## src/rtl/imag_axis_framer.sv

```systemverilog
// imag_axis_framer
// Turns a raw valid/ready pixel feed into AXI4-Stream video. tuser marks the
// first pixel of a frame (SOF), tlast marks the last pixel of each line (EOL).
// Pixels are tagged with their (x,y) position when accepted and then parked in
// a 2-entry skid FIFO, so tags never depend on output stalls and full rate is
// kept under backpressure.
//
// Ports
//   i_clk, i_rst      clock, asynchronous active-high reset
//   i_enable          frame enable, only looked at while idle
//   s_pix_*           raw pixel input (data/valid/ready)
//   m_axis_*          framed AXI4-Stream output (tdata/tvalid/tready/tuser/tlast)
//   o_busy            a frame is in progress
//   o_frm_done        1-cycle pulse after the last pixel of a frame leaves
//
// Optional build macro IMAG_FRAMER_STAT_EN adds:
//   o_frm_cnt [15:0]  completed frame count (wrapping)
//   o_ovf_stall       sticky: source offered a pixel that could not be taken
module imag_axis_framer #(
    parameter int P_DATA_WIDTH = 24,
    parameter int P_IMG_WIDTH  = 1920,
    parameter int P_IMG_HEIGHT = 1080
) (
    input  logic                    i_clk,
    input  logic                    i_rst,
    input  logic                    i_enable,
    input  logic [P_DATA_WIDTH-1:0] s_pix_data,
    input  logic                    s_pix_valid,
    output logic                    s_pix_ready,
    output logic [P_DATA_WIDTH-1:0] m_axis_tdata,
    output logic                    m_axis_tvalid,
    input  logic                    m_axis_tready,
    output logic                    m_axis_tuser,
    output logic                    m_axis_tlast,
    output logic                    o_busy,
    output logic                    o_frm_done
`ifdef IMAG_FRAMER_STAT_EN
    ,
    output logic [15:0]             o_frm_cnt,
    output logic                    o_ovf_stall
`endif
);

    // A height of 1 would give a zero-width y counter; keep at least one bit.
    localparam int XW = (P_IMG_WIDTH  > 1) ? $clog2(P_IMG_WIDTH)  : 1;
    localparam int YW = (P_IMG_HEIGHT > 1) ? $clog2(P_IMG_HEIGHT) : 1;
    localparam logic [XW-1:0] X_LAST = XW'(P_IMG_WIDTH - 1);
    localparam logic [YW-1:0] Y_LAST = YW'(P_IMG_HEIGHT - 1);

    typedef enum logic {S_IDLE, S_ACTIVE} state_t;

    // eof travels with the pixel so the frame end is recognised on the output
    // handshake rather than on the input accept.
    typedef struct packed {
        logic [P_DATA_WIDTH-1:0] data;
        logic                    sof;
        logic                    eol;
        logic                    eof;
    } entry_t;

    state_t        state;
    logic [XW-1:0] x;
    logic [YW-1:0] y;
    logic          tag_done;   // all W*H pixels of this frame accepted

    entry_t        mem [2];
    logic          wr_ptr, rd_ptr;
    logic [1:0]    cnt;

    entry_t        head, in_entry;
    logic          push, pop, frame_end;

    assign s_pix_ready = (state == S_ACTIVE) && !tag_done && (cnt != 2'd2);
    assign push        = s_pix_valid && s_pix_ready;
    assign pop         = m_axis_tvalid && m_axis_tready;
    assign head        = mem[rd_ptr];
    assign frame_end   = (state == S_ACTIVE) && pop && head.eof;

    assign in_entry.data = s_pix_data;
    assign in_entry.sof  = (x == '0) && (y == '0);
    assign in_entry.eol  = (x == X_LAST);
    assign in_entry.eof  = (x == X_LAST) && (y == Y_LAST);

    assign m_axis_tvalid = (cnt != 2'd0);
    assign m_axis_tdata  = head.data;
    assign m_axis_tuser  = head.sof;
    assign m_axis_tlast  = head.eol;
    assign o_busy        = (state == S_ACTIVE);

    // Frame control and pixel tagging. push and frame_end cannot coincide:
    // the frame end pops the last tag, after which no more pushes happen.
    always_ff @(posedge i_clk or posedge i_rst) begin
        if (i_rst) begin
            state      <= S_IDLE;
            x          <= '0;
            y          <= '0;
            tag_done   <= 1'b0;
            o_frm_done <= 1'b0;
        end else begin
            o_frm_done <= 1'b0;
            case (state)
                S_IDLE: begin
                    if (i_enable) state <= S_ACTIVE;
                end
                S_ACTIVE: begin
                    if (frame_end) begin
                        state      <= S_IDLE;
                        o_frm_done <= 1'b1;
                        tag_done   <= 1'b0;
                    end
                end
                default: state <= S_IDLE;
            endcase
            if (push) begin
                if (x == X_LAST) begin
                    x <= '0;
                    if (y == Y_LAST) begin
                        y        <= '0;
                        tag_done <= 1'b1;
                    end else begin
                        y <= y + 1'b1;
                    end
                end else begin
                    x <= x + 1'b1;
                end
            end
        end
    end

    // 2-entry skid FIFO. Entries are reset so the outputs read 0 after reset.
    always_ff @(posedge i_clk or posedge i_rst) begin
        if (i_rst) begin
            mem[0] <= '0;
            mem[1] <= '0;
            wr_ptr <= 1'b0;
            rd_ptr <= 1'b0;
            cnt    <= 2'd0;
        end else begin
            if (push) begin
                mem[wr_ptr] <= in_entry;
                wr_ptr      <= ~wr_ptr;
            end
            if (pop) rd_ptr <= ~rd_ptr;
            case ({push, pop})
                2'b10:   cnt <= cnt + 2'd1;
                2'b01:   cnt <= cnt - 2'd1;
                default: cnt <= cnt;
            endcase
        end
    end

`ifdef IMAG_FRAMER_STAT_EN
    always_ff @(posedge i_clk or posedge i_rst) begin
        if (i_rst) begin
            o_frm_cnt   <= 16'd0;
            o_ovf_stall <= 1'b0;
        end else begin
            if (frame_end) o_frm_cnt <= o_frm_cnt + 16'd1;
            if ((state == S_ACTIVE) && s_pix_valid && !s_pix_ready) o_ovf_stall <= 1'b1;
        end
    end
`endif

endmodule

```

## config.mk

```make
export PLATFORM = sky130hd
export DESIGN_NAME = imag_axis_framer
export DESIGN_NICKNAME = d
export VERILOG_FILES = /design/src/rtl/imag_axis_framer.sv
export SDC_FILE = /design/constraint.sdc
export NUM_CORES = 1
export LEC_CHECK = 0
export CORE_ASPECT_RATIO = 0.6
export CORE_MARGIN = 1
export CORE_UTILIZATION = 25
export CTS_CLUSTER_SIZE = 30
export DETAILED_ROUTE_END_ITERATION = 8
export PLACE_DENSITY = 0.41
export SLEW_MARGIN = 20
export SYNTH_ARGS = -nofsm -noshare
export SYNTH_HDL_FRONTEND = slang
export SYNTH_SLANG_ARGS = --single-unit
```

## constraint.sdc

```tcl
create_clock -name i_clk -period 4.3 [get_ports i_clk]
set_input_delay 1.075 -clock i_clk [delete_from_list [all_inputs] [get_ports i_clk]]
set_output_delay 1.075 -clock i_clk [all_outputs]
set_load 0.03 [all_outputs]
```

---- After elaboration in Yosys (flattened, before gate mapping) ----
Cells that the tools add are included.
cells by class
  eq/ne operators ......................... 5
  multiply operators ...................... 0
  add/sub/neg operators ................... 4
  muxes and demuxes ....................... 19
  order comparisons ....................... 3
  reductions and logical operators ........ 15
  shift operators ......................... 0
  div/mod/pow operators ................... 0
  bitwise operators ....................... 5
operators by type and width
  kind                     count
  $mux W27                 4
  $bwmux W54               1
  $demux W27 S1            1
  $add A11 B1 Y11 const B  2
  $eq A11 B11 Y1 const B   2
  $logic_not A11 Y1        2
  $mux W11                 2
  $logic_and A1 B1 Y1      9
  $mux W1                  9
  $ge A2 B2 Y1 const B     2
  $not A1 Y2               2
  $pmux W2 S2              1
  $reduce_bool A2 Y1       2
  $not A1 Y1               3
  $add A2 B1 Y2 const B    1
  $eq A2 B1 Y1 const B     1
  $eq A2 B2 Y1 const B     1
  $lt A2 B1 Y1 const B     1
  $ne A2 B2 Y1 const B     1
  $pmux W1 S2              1
  $reduce_and A2 Y1        1
  $sub A2 B1 Y2 const B    1
  $logic_not A1 Y1         1
word-level totals
  memories kept ........................... 0
  input bits .............................. 29
  register bits after elaboration ......... 83
  memory bits (read-only) ................. 0
  memory bits (writable) .................. 0
  bits in latches ......................... 0
  word-level logic and storage cells ...... 67

---- Logic depth before layout (Yosys ltp) ----
Gate-level depths: netlist of the first run.
  word-level depth ........................ 10
  depth in mapped cells ................... 9
  depth with buffers taken out ............ 7

---- Worst setup path before layout of the first run ----
Ideal clock, no wire load.
  path kind ............................... reg2out
  start point ............................. register rd_ptr
  end point ............................... output port m_axis_tdata[14]
  cell stages (with the launch flop) ...... 4
  arrival ................................. 1.452 ns
  slack ................................... 1.773 ns
  data required time ...................... 3.225 ns
  path buffers ............................ 2
  cells stage by stage .................... dfrtp_1 clkbuf_1 buf_1 mux2_2
between the ends
  longest elaborated chain between the ends .. 4
ends and longest elaborated chain
  item                                          RTL line  text
  from (decl)                                   67        logic wr_ptr, rd_ptr;
  from (signal assigned)                        143       if (pop) rd_ptr <= ~rd_ptr;
  $not A1 Y2 (not written as such)              76        assign head = mem[rd_ptr];
  $mux W27 (not written as such) (3 in series)  76
  to (decl)                                     30        output logic [P_DATA_WIDTH-1:0] m_axis_tdata,
No other way between the ends. The select of a mux whose other input is x is not followed.

---- Worst setup path after layout of the first run ----
  start point ............................. register rd_ptr
  end point ............................... output port m_axis_tdata[20]
The elaborated chain is that of the path after synthesis.

==> results of run 1 <==
==> power by group through the flow <==
stage          combinational, mW  sequential [mW]  clock [mW]
3_3_place_gp                1.65             1.24           0
5_1_grt                     1.75             1.28       0.888
6_report                    1.64             1.23       0.828
4_1_cts                     1.66             1.24       0.860
3_5_place_dp                1.65             1.25           0
2_1_floorplan               1.14             1.18           0
==> metal layers <==
layer	GRT usage [%]	part of all wire (%)
met2	15.3	38
met1	19.6	56
met3	3.82	4.8
met4	2.83	0.66
met5	0	0
==> worst max-delay path: cells and delay by family (launching register included) <==
family                 cells  cell delay, ns
multiplexers               1            0.43
buffers and inverters      2            1.03
flip-flops                 1            0.56
==> cells in the mapped netlist <==
library cell / count
and2_1: 1
mux2_2: 80
nor3b_1: 1
buf_2: 1
nand2_1: 16
a21oi_1: 9
a21o_1: 1
xnor2_1: 5
nand4b_1: 1
or4_1: 6
nor2b_1: 3
and4_1: 2
inv_1: 8
mux2i_1: 2
nor4_1: 9
buf_4: 2
nand4_1: 5
ha_1: 5
and2_2: 1
nor3_2: 1
clkbuf_1: 4
or2_2: 1
buf_6: 1
o31ai_1: 7
o21ai_0: 5
buf_1: 2
or4_4: 2
nand3_1: 10
or3_1: 2
nor2_1: 6
dfrtp_1: 83
o21a_1: 1
and3_2: 2
nor4_4: 1
nand2_2: 1
nand2b_1: 1
xor2_1: 9
and3_1: 3
nor2_2: 1
==> final cells by class <==
| class | instances | area, um^2 |
|---|---|---|
| fillers | 1440 | 9770 |
| flip-flops and latches | 83 | 2080 |
| multi-input cells | 200 | 1700 |
| repair buffers | 63 | 618 |
| well taps | 198 | 248 |
| clock buffers | 11 | 243 |
| clock inverters | 4 | 75.1 |
| inverters | 8 | 31.3 |
==> worst max-delay path by stage <==
| stage | start | to | slack [ns] | cells past startpoint |
|---|---|---|---|---|
| floorplan | i_rst | cnt[0] | 1.09 | 1 |
| global placement | s_pix_valid | mem[32] | 0.96 | 6 |
| detailed placement | s_pix_valid | mem[31] | 0.94 | 6 |
| CTS | rd_ptr | m_axis_tdata[20] | 0.85 | 3 |
| global route | rd_ptr | m_axis_tdata[18] | 0.76 | 3 |
| finish | rd_ptr | m_axis_tdata[20] | 0.87 | 3 |
==> cells by family after synthesis <==
family                   count (synthesis)  synth area share, %
buffers and inverters                   18                 2.17
XOR/XNOR                                14                 3.18
flip-flops                              83                 53.8
adder cells (fa/ha/maj)                  5                 1.62
AND/OR/NAND/NOR                         76                 11.8
multiplexers                            82                 23.8
AO/OA/AOI/OAI                           23                 3.56
==> registers in the layout (all words and copies together) (netlist names) <==
name,flops
mem,54
y,11
x,11
cnt,2
o_frm_done,1
wr_ptr,1
tag_done,1
o_busy,1
rd_ptr,1
==> per-stage QoR <==
stage / util (%) / setup slack (ns) / cells
after floorplan: - / 1.09 / 301
after global placement: 31.7 / 0.963 / 552
after detailed placement: 31.7 / 0.936 / 552
after CTS: 33.8 / 0.848 / 567
after global routing: 33.8 / 0.764 / 567
final: 33.8 / 0.874 / 567
==> flow_summary.json, run 1 <==
{
  "finalCriticalPeriod_ns": 3.43,
  "postCtsHoldBufs": 0,
  "hold_path.class": "reg -> reg",
  "power.share.clock_pct": 22.4,
  "antenna_found_initial": 0,
  "first_pass_iters": 4,
  "ir_drop_v": 0.000337,
  "clock_latency_ns": 0.33,
  "clkTransAtPathRegs_ns": 0.06,
  "finalHoldWorstSlack_ns": 0.484,
  "outcome": "completed",
  "internal_power_mw": 2.40,
  "core-area_mm2": 0.0148,
  "synth.area.top_cells": "dfrtp_1 54%, mux2_2 23%, xor2_1 2.0%",
  "die-area_mm2": 0.0160,
  "min_to": "mem[1]",
  "seqPwrFrac_pct": 33.4,
  "cap_violations": 0,
  "mostFrequentLayoutCells": "83 x dfrtp_1, 80 x mux2_2, 58 x clkdlybuf4s50_1, 16 x nand2_1, 10 x nand3_1",
  "layout_worst_path_cycle_share_pct": 79.7,
  "relSlewSlack_pct": 46.3,
  "io_pins": 59,
  "final_cell_area_mm2": 0.00499,
  "placed_cell_area_mm2": 0.00467,
  "holdPathStages": 2,
  "wl_mm": 9.17,
  "gp_congestion": 0.728,
  "port_buffers": 58,
  "worst_pin_slew_ns": 0.804,
  "vias": 2566,
  "grt_pass1_wl_mm": 14.8,
  "wl_per_cell_um": 16.2,
  "end_kind": "output port",
  "skew_ns": 0.00765,
  "die_w_um": 162,
  "clock_sinks": 83,
  "critPathLaunchType": "flip-flop",
  "path_class": "reg -> out",
  "avgViaCountPerCell": 4.53,
  "rr_startpoint": "o_busy",
  "finalSetupViolations": 0,
  "critPathSlowestCell": "clkdlybuf4s50_1",
  "dp_hpwl_mm": 6.35,
  "drtAntennaViolNets": 0,
  "route.detailed.drc": 0,
  "clk_path_buf_depth": 2,
  "power_frac_comb_pct": 44.2,
  "grt_use_total_pct": 12.3,
  "sw_frac_of_total_pct": 35.2,
  "start_util_pct": 26.2,
  "drt_iter0_drc": 97,
  "cts_inserted_buffers": 9,
  "crit_chain": "buf_4 -> mux2_2 -> clkdlybuf4s50_1",
  "postCtsSetupBuffers": 0,
  "yosysTopAreaCell": "dfrtp_1",
  "rr_worst_depth": 6,
  "clock.fmax_mhz": 292,
  "p_switching_mw": 1.30,
  "syn_to_final_growth_pct": 29.3,
  "finalPower_mw": 3.70,
  "final-hold-violation-count": 0,
  "layout-drive-gt1-share_pct": 29.8,
  "row_count": 34,
  "syn_nets": 335,
  "fin_tns_setup_ns": 0,
  "power.leakage_nw": 2.09,
  "layout.cells.most_common": "dfrtp_1",
  "ys_warn_count": 0,
  "grt_max_degree": 34,
  "slowest_delay_ns": 0.61,
  "overflow": 0,
  "htreeDepth": 3,
  "chipHeight_um": 98.3,
  "seq_area_frac_synth_pct": 53.8,
  "worst-r2r-setup-slack_ns": 1.80,
  "ys_ff_latch": 83,
  "powerDensity_mw_per_mm2": 741,
  "diodes": 0,
  "reg2reg_to": "mem[30]",
  "ctsResizeCount": 0,
  "yosysTopAreaCellShare_pct": 53.8,
  "netlist_area_mm2": 0.00386,
  "synthDistinctLibCells": 39,
  "cts_root_buf": "clkbuf_16",
  "finalMaxSlewViolations": 0,
  "first_global_vias": 2596,
  "fin_nets": 399,
  "arrival_ns": 2.35,
  "synth_area_per_cell_um2": 12.8,
  "worstPathRequired_ns": 3.22,
  "syn_inst": 301,
  "rsz0062_at_grt": "no",
  "cts_tree": "built",
  "cp_max_fo": 21,
  "min_from": "mem[1]"
}
Power figures use the tool's default switching activity.
==> run 2: changes to the inputs <==
--- a/config.mk
+++ b/config.mk
@@ -10,7 +10,7 @@
 export CORE_UTILIZATION = 25
 export CTS_CLUSTER_SIZE = 30
 export DETAILED_ROUTE_END_ITERATION = 8
-export PLACE_DENSITY = 0.41
+export PLACE_DENSITY = 0.43
 export SLEW_MARGIN = 20
 export SYNTH_ARGS = -nofsm -noshare
 export SYNTH_HDL_FRONTEND = slang
==> constraint.sdc (replaced) <==
create_clock -name i_clk -period 2.7 [get_ports i_clk]
set_input_delay 0.675 -clock i_clk [delete_from_list [all_inputs] [get_ports i_clk]]
set_output_delay 0.675 -clock i_clk [all_outputs]
set_load 0.03 [all_outputs]
==> run 2 against run 1 <==
Setup slack got worse by 0.78 ns. Register-to-register slack got worse by 1.3 ns. Worst hold slack improved by 0.0056 ns. Global-route usage increased by 0.13 points. Total power increased by 59%. First-iteration DRC count increased by 23%. Core utilization increased by 0.55 points. Cell count increased by 0.88%. Via count increased by 1.5%. Count of clock-buffer cells in the layout increased by 1. Critical endpoint is now m_axis_tdata[16]. Largest cell class unchanged. Largest power group unchanged.
==> flow_summary.json, run 2 (synthesized netlist as in run 1, its figures left out) <==
{
  "worstPathRequired_ns": 2.03,
  "seqPwrFrac_pct": 33.2,
  "fin_tns_setup_ns": 0,
  "worst_pin_slew_ns": 0.489,
  "cts_root_buf": "clkbuf_16",
  "syn_to_final_growth_pct": 31.4,
  "ir_drop_v": 0.000577,
  "p_switching_mw": 2.08,
  "ctsResizeCount": 0,
  "reg_top3": "mem x54, x x11, y x11",
  "antenna_found_initial": 0,
  "drtAntennaViolNets": 0,
  "finalSetupViolations": 0,
  "finalPower_mw": 5.88,
  "finalNonFillerCells": 572,
  "skew_ns": 0.00676,
  "mostFrequentLayoutCells": "83 x dfrtp_1, 80 x mux2_2, 56 x clkdlybuf4s50_1, 16 x nand2_1, 10 x nand3_1",
  "die-area_mm2": 0.0160,
  "row_count": 34,
  "route.detailed.drc": 0,
  "hold_path.class": "reg -> reg",
  "placed_cell_area_mm2": 0.00478,
  "outcome": "completed",
  "start_util_pct": 26.2,
  "reg2reg_to": "y[4]",
  "chipHeight_um": 98.3,
  "power.leakage_nw": 2.12,
  "core-area_mm2": 0.0148,
  "final_cell_area_mm2": 0.00507,
  "rsz0062_at_grt": "no",
  "port_buffers": 58,
  "dp.cells": 556,
  "vias": 2605,
  "wl_per_cell_um": 15.6,
  "overflow": 0,
  "wl_mm": 8.92,
  "relSlewSlack_pct": 67.2,
  "diodes": 0,
  "end_kind": "output port",
  "layout-drive-gt1-share_pct": 31.0,
  "final-hold-violation-count": 0,
  "first_global_vias": 2804,
  "clock.fmax_mhz": 383,
  "drt_iter0_drc": 119,
  "fin_nets": 403,
  "rr_startpoint": "y[7]",
  "cap_violations": 0,
  "clkTransAtPathRegs_ns": 0.06,
  "postCtsHoldBufs": 0,
  "holdPathStages": 1,
  "clock_latency_ns": 0.33,
  "layout.cells.most_common": "dfrtp_1",
  "path_class": "reg -> out",
  "fill_cells": 1443,
  "cts_inserted_buffers": 9,
  "grt_pass1_wl_mm": 15.1,
  "die_w_um": 162,
  "clock_sinks": 83,
  "internal_power_mw": 3.80,
  "dp_hpwl_mm": 5.88,
  "min_to": "tag_done",
  "top_register": "mem",
  "power.share.clock_pct": 21.0,
  "grt_max_degree": 84,
  "grt_use_total_pct": 12.4,
  "arrival_ns": 1.93,
  "finalCriticalPeriod_ns": 2.61,
  "powerDensity_mw_per_mm2": 1160,
  "finalHoldWorstSlack_ns": 0.489,
  "rr_worst_depth": 4,
  "gp_congestion": 0.728,
  "sw_frac_of_total_pct": 35.3,
  "postCtsSetupBuffers": 0,
  "min_from": "tag_done",
  "worst-r2r-setup-slack_ns": 0.54,
  "io_pins": 59,
  "avgViaCountPerCell": 4.55,
  "power_frac_comb_pct": 45.9,
  "first_pass_iters": 4,
  "cp_max_fo": 22,
  "critPathLaunchType": "flip-flop",
  "finalMaxSlewViolations": 0,
  "htreeDepth": 3,
  "cts_tree": "built",
  "layout_worst_path_cycle_share_pct": 96.6,
  "clk_path_buf_depth": 2,
  "largest_reg_flops": 54
}
[run 2: per-layer routing]
metal / track usage, % / vias up / part of all wire, %
met4: 2.61 / 0 / 0.77
li1: - / 1227 / -
met3: 4.38 / 10 / 7.1
met5: 0 / - / 0
met2: 18.0 / 75 / 43
met1: 17.6 / 1293 / 49
[run 2: stage by stage]
step                      utilization [%]  setup slack [ns]
final                                34.4            0.0907
after global routing                 34.4            0.0287
after CTS                            34.4            0.0775
after detailed placement             32.4             0.285
after global placement               32.4             0.307
after floorplan                         -             0.573
[run 2: area by class of cell]
class                   count  area, um^2  share of cell area, %
well taps                 198         248                   4.88
inverters                   8        33.8                  0.666
flip-flops and latches     83        2080                   40.9
repair buffers             67         718                   14.2
clock buffers              12         246                   4.86
multi-input cells         200        1700                   33.5
clock inverters             4        50.0                  0.986
[run 2: power by group through the flow]
| stage | clock, mW | sequential (mW) | combinational (mW) |
|---|---|---|---|
| 4_1_cts | 1.28 | 1.95 | 2.74 |
| 5_1_grt | 1.33 | 2.02 | 2.88 |
| 6_report | 1.23 | 1.95 | 2.70 |
| 2_1_floorplan | 0 | 1.88 | 1.81 |
| 3_5_place_dp | 0 | 1.97 | 2.72 |
| 3_3_place_gp | 0 | 1.95 | 2.70 |
[run 2: worst max-delay path by stage]
stage	startpoint	to	slack, ns	cells past startpoint
final	rd_ptr	m_axis_tdata[16]	0.09	3
after global routing	rd_ptr	m_axis_tdata[16]	0.03	3
after CTS	rd_ptr	m_axis_tdata[16]	0.08	3
after detailed placement	s_pix_valid	x[8]	0.29	6
after global placement	s_pix_valid	y[10]	0.31	6
after floorplan	rd_ptr	m_axis_tdata[14]	0.57	3
[run 2: critical path, cell delays in order, from the launching register on]
cell and delay, ns:
dfrtp_1 0.39, buf_12 0.21, mux2_2 0.36, clkdlybuf4s50_1 0.63
